## src/rtl/qreg_seq.sv

```systemverilog
// Command sequencer for a 4-bit Q register: turns one load/clear/shift/nop
// request into the per-cycle C/D command stream and reports the resulting Q.
module qreg_seq #(
  parameter int WIDTH = 4,
  parameter int CNT_W = 3
) (
  input  logic             clock,
  input  logic             reset,
  input  logic             req_valid,
  output logic             req_ready,
  input  logic [1:0]       req_op,
  input  logic [WIDTH-1:0] req_data,
  input  logic [CNT_W-1:0] req_cnt,
  output logic [2:0]       C,
  output logic [WIDTH-1:0] D,
  input  logic [WIDTH-1:0] q_in,
  output logic             busy,
  output logic             done,
  output logic [WIDTH-1:0] result,
  output logic [1:0]       state_dbg
);

  // Handshake: a request is taken on the rising edge where req_valid and
  // req_ready are both high; the requester holds req_* stable until then.

  typedef enum logic [1:0] {
    IDLE = 2'd0,
    CMD  = 2'd1,
    FIN  = 2'd2
  } state_t;

  localparam logic [1:0] OP_LOAD  = 2'b00;
  localparam logic [1:0] OP_CLEAR = 2'b01;
  localparam logic [1:0] OP_SHIFT = 2'b10;
  localparam logic [1:0] OP_NOP   = 2'b11;

  localparam logic [2:0] C_LOAD  = 3'b000;
  localparam logic [2:0] C_CLEAR = 3'b001;
  localparam logic [2:0] C_SHIFT = 3'b010;
  localparam logic [2:0] C_HOLD  = 3'b011;

  localparam logic [CNT_W-1:0] CNT_ONE = CNT_W'(1);

  state_t           state, state_nxt;
  logic [CNT_W-1:0] cnt, cnt_nxt;
  logic [2:0]       c_nxt;
  logic [WIDTH-1:0] d_nxt;
  logic [WIDTH-1:0] result_nxt;
  logic             done_nxt;
  logic             accept;

  assign req_ready = (state == IDLE) && !reset;
  assign busy      = (state != IDLE);
  assign state_dbg = state;
  assign accept    = req_valid && req_ready;

  always_ff @(posedge clock or posedge reset) begin
    if (reset) begin
      state  <= IDLE;
      cnt    <= '0;
      C      <= C_HOLD;
      D      <= '0;
      result <= '0;
      done   <= 1'b0;
    end else begin
      state  <= state_nxt;
      cnt    <= cnt_nxt;
      C      <= c_nxt;
      D      <= d_nxt;
      result <= result_nxt;
      done   <= done_nxt;
    end
  end

  always_comb begin
    state_nxt  = state;
    cnt_nxt    = cnt;
    c_nxt      = C;
    d_nxt      = D;
    result_nxt = result;
    done_nxt   = 1'b0;
    case (state)
      IDLE: begin
        c_nxt = C_HOLD;
        if (accept) begin
          case (req_op)
            OP_LOAD: begin
              c_nxt     = C_LOAD;
              d_nxt     = req_data;
              cnt_nxt   = CNT_ONE;
              state_nxt = CMD;
            end
            OP_CLEAR: begin
              c_nxt     = C_CLEAR;
              cnt_nxt   = CNT_ONE;
              state_nxt = CMD;
            end
            OP_SHIFT: begin
              // A zero-length shift issues no command and behaves like nop.
              if (req_cnt != '0) begin
                c_nxt     = C_SHIFT;
                cnt_nxt   = req_cnt;
                state_nxt = CMD;
              end else begin
                state_nxt = FIN;
              end
            end
            OP_NOP: begin
              state_nxt = FIN;
            end
            default: begin
              state_nxt = FIN;
            end
          endcase
        end
      end
      CMD: begin
        cnt_nxt = cnt - CNT_ONE;
        if (cnt == CNT_ONE) begin
          c_nxt     = C_HOLD;
          state_nxt = FIN;
        end
      end
      FIN: begin
        // The register has applied the last command by now; sample its Q.
        c_nxt      = C_HOLD;
        result_nxt = q_in;
        done_nxt   = 1'b1;
        state_nxt  = IDLE;
      end
      default: begin
        c_nxt     = C_HOLD;
        state_nxt = IDLE;
      end
    endcase
  end

endmodule
```

## config.mk

```make
export PLATFORM = sky130hd
export DESIGN_NAME = qreg_seq
export DESIGN_NICKNAME = d
export VERILOG_FILES = /design/src/rtl/qreg_seq.sv
export SDC_FILE = /design/constraint.sdc
export NUM_CORES = 1
export LEC_CHECK = 0
export ABC_AREA = 1
export BUFFER_PORTS_ARGS = -buffer_cell sky130_fd_sc_hd__buf_2
export CELL_PAD_IN_SITES_DETAIL_PLACEMENT = 0
export CELL_PAD_IN_SITES_GLOBAL_PLACEMENT = 2
export CORE_MARGIN = 4
export CORE_UTILIZATION = 23
export CTS_CLUSTER_DIAMETER = 120
export DETAILED_ROUTE_END_ITERATION = 12
export HOLD_SLACK_MARGIN = 0.15
export PLACE_DENSITY = 0.75
export SYNTH_ARGS = -nofsm -noshare
export SYNTH_HDL_FRONTEND = slang
export SYNTH_SLANG_ARGS = --single-unit
```

## constraint.sdc

```tcl
create_clock -name clock -period 1 [get_ports clock]
set_input_delay 0.15 -clock clock [delete_from_list [all_inputs] [get_ports clock]]
set_output_delay 0.15 -clock clock [all_outputs]
set_load 0.005 [all_outputs]
```

==> reports/metrics.yaml <==
sta:
  tns_ns: -3.297
  finalSetupViolCount: 22
  finalCriticalPeriod_ns: 1.234
  fmax_ghz: 0.8107
  worst_slack_ns: -0.2335
  holdWs_ns: 0.2366
  grt_setup_unrepaired: "yes"
  finClkSkew_ns: 0.005621
  period_share: 1.234
  hold_violations: 0
  maxSlewViolCount: 0
worst_setup_path:
  reg2reg_to: "cnt[0]"
  arrival_ns: 1.08
  r2r_cells: 7
  r2r_slack_ns: -0.19
  crit_path_start_kind: "flop"
  r2r-start: "state_dbg[1]"
  path_delay_family: "flip-flops"
  path_common_cell: "buf_4"
  cpPeakStageDelay_ns: 0.42
  slowest_stage: "dfrtp_1"
  cp_num_cells: 3
  path_max_fanout: 2
  path_buf_inv: 3
  cp_cell_sequence: "buf_4, buf_4, buf_2"
  critical_path_class: "flop to primary output"
  required_ns: 0.85
  end_kind: "primary output"
job:
  max-cap-violations: 0
layout:
  final_cell_area_sq_mm: 0.001441
  nNetsFinal: 181
  fillers: 353
  seqCellArea_sq_um: 402.9
  drive_gt1_frac: 0.4845
  fin_cells: 207
  syn_to_final_growth_pct: 71.94
  multiInputGateArea_sq_um: 420.4
  antennaDiodeCount: 0
  final_core_util: 0.4220
cts:
  numClockSinks: 16
  cts-root-buf: "clkbuf_4"
  cts.reportedPaths.clkPinSlew_ns: 0.08
  clk_latency_ns: 0.27
  h-tree-depth: 1
  cts_buffers: 3
  cts_tree: "built"
  clockBufferDepth: 2
route:
  drtIter0Drc: 10
  viasPerCell: 3.903
  firstDrtPassIters: 2
  wl_microns: 2073
  wl_per_cell_microns: 10.01
  drcViolationCount: 0
  via_count: 808
  postRouteAntennaNets: 0
logic_synthesis:
  ys_seq_area_frac: 0.4806
  synth_edf_count: 0
  syn_avg_cell_area_sq_um: 8.383
  ys_ff_latch: 16
  syn_area_sq_um: 838.3
  syn-num-nets: 118
  synth_top_area_share: 0.4179
  synth_top_area_cell: "dfrtp_1"
  ys_warn_count: 0
  netlist_instances: 100
  synth.area.top_cells: "dfrtp_1 42%, nand2_1 14%, inv_1 8.5%, dfstp_2 6.3%, nand3_1 4.8%"
  synth_cell_types: 20
  async_reset_ff_frac: 1.000
  ys.flop_type: "dfrtp_1"
  yosys-top-cells-count: "31 x nand2_1, 19 x inv_1, 14 x dfrtp_1"
  synth.most_common_cell: "nand2_1"
min_path:
  min-delay-start: "req_cnt[1]"
  whs_endpoint: "cnt[1]"
  hold_class: "primary input to flop"
  holdPathStages: 5
pwr:
  finalPower_mw: 3.462
  irDropWorstVdd_uv: 1041
  p_leak_nw: 0.7786
  powerDensity_mw_per_mm2: 2402
placed_design:
  numPlacedInstances: 186
  portBuffers: 30
  postPlaceCellArea_sq_mm: 0.001119
  gp_congestion: 0.6948
  dp_slack_ns: -0.1994
  hpwl_microns: 1584
global_route:
  grt_use_total: 0.09860
  gr-total-overflow: 0
  grt_max_degree: 17
  first_global_vias: 827
  grt_pass1_wl_microns: 3498
  antenna_found_initial: 0
floorplan:
  ios: 32
  die_h_microns: 68.37
  row_count: 21
  core_area_sq_mm: 0.003416
  die-area_sq_mm: 0.004674
  initial_core_util: 0.2454
  die_x_microns: 68.37
run_status:
  violations: "setup timing"
  status: "complete, but fails checks"
how the worst max path moves through the flow:
stage	start	to
after floorplan	state_dbg[0]	cnt[0]
after global placement	state_dbg[1]	cnt[2]
after detailed placement	state_dbg[0]	cnt[0]
after CTS	state_dbg[0]	req_ready
after global routing	state_dbg[1]	busy
final	state_dbg[1]	state_dbg[1]
state kept, by name, indices dropped and copies added, names as in the netlist:
name,flops
done,1
cnt,3
result,4
state_dbg,2
D,4
C,2
report_power, final:
part / total (mW) / internal (mW) / leakage [nW] / switching (mW)
registers: 1.10 / 0.929 / 0.199 / 0.172
logic: 2.04 / 1.09 / 0.566 / 0.942
clock network: 0.324 / 0.139 / 0.0138 / 0.184
routing by layer:
| metal | vias to the layer above | wire length, microns | GRT usage |
|---|---|---|---|
| met5 | - | 0 | 0 |
| met4 | 0 | 0 | 0.02233 |
| met3 | 0 | 63 | 0.01478 |
| met2 | 14 | 1130 | 0.1841 |
| met1 | 368 | 879 | 0.1172 |
| li1 | 426 | - | - |
cells in the final DEF, fill, tap and decap left out:
| master | instances |
|---|---|
| ha_1 | 1 |
| nor2_1 | 2 |
| o21ai_0 | 3 |
| inv_4 | 1 |
| nand2_2 | 2 |
| nand2_1 | 26 |
| nor2_8 | 1 |
| nor2_4 | 2 |
| nand3_2 | 2 |
| o22ai_1 | 1 |
| buf_6 | 10 |
| a21oi_1 | 1 |
| nand2_8 | 1 |
| nor2_2 | 1 |
| dfrtp_1 | 14 |
| nand2_4 | 4 |
| inv_2 | 2 |
| dfstp_2 | 2 |
| o21ai_2 | 1 |
| dlygate4sd3_1 | 9 |
| inv_1 | 15 |
| buf_12 | 1 |
| clkbuf_4 | 3 |
| buf_2 | 25 |
| o21ai_1 | 5 |
| buf_4 | 15 |
| clkinvlp_4 | 1 |
| nand3_4 | 3 |
| nand3_1 | 5 |
| ha_2 | 1 |
| conb_1 | 1 |
repair_timing:
item	CTS	global route
pin swaps	6	3
endpoints found under the setup margin	21	23
gates resized for setup	17	15
buffers inserted	5	4
endpoints found under the hold margin	23	0
hold buffers	9	0
tightest hold or removal path: cells and delay by family:
kind                   cells  cell delay (ns)
AO/OA/AOI/OAI              1             0.07
buffers and inverters      1             0.09
AND/OR/NAND/NOR            3             0.17
final cells by class:
type / count / area share
clock buffers: 3 / 0.01563
inverters: 19 / 0.05382
multi-input cells: 63 / 0.2917
flip-flops and latches: 16 / 0.2795
well taps: 46 / 0.03993
repair buffers: 60 / 0.3194
cell families (layout without fill, tap and decap cells):
| logic type | Yosys count | in the layout | share of synthesized area |
|---|---|---|---|
| AO/OA/AOI/OAI | 11 | 11 | 0.06716 |
| flip-flops | 16 | 16 | 0.4806 |
| buffers and inverters | 21 | 82 | 0.1104 |
| other | 1 | 1 | 0.004473 |
| AND/OR/NAND/NOR | 49 | 49 | 0.3075 |
| adder cells (fa/ha/maj) | 2 | 2 | 0.02985 |
Note: power is estimated with default switching activity, not from simulation.
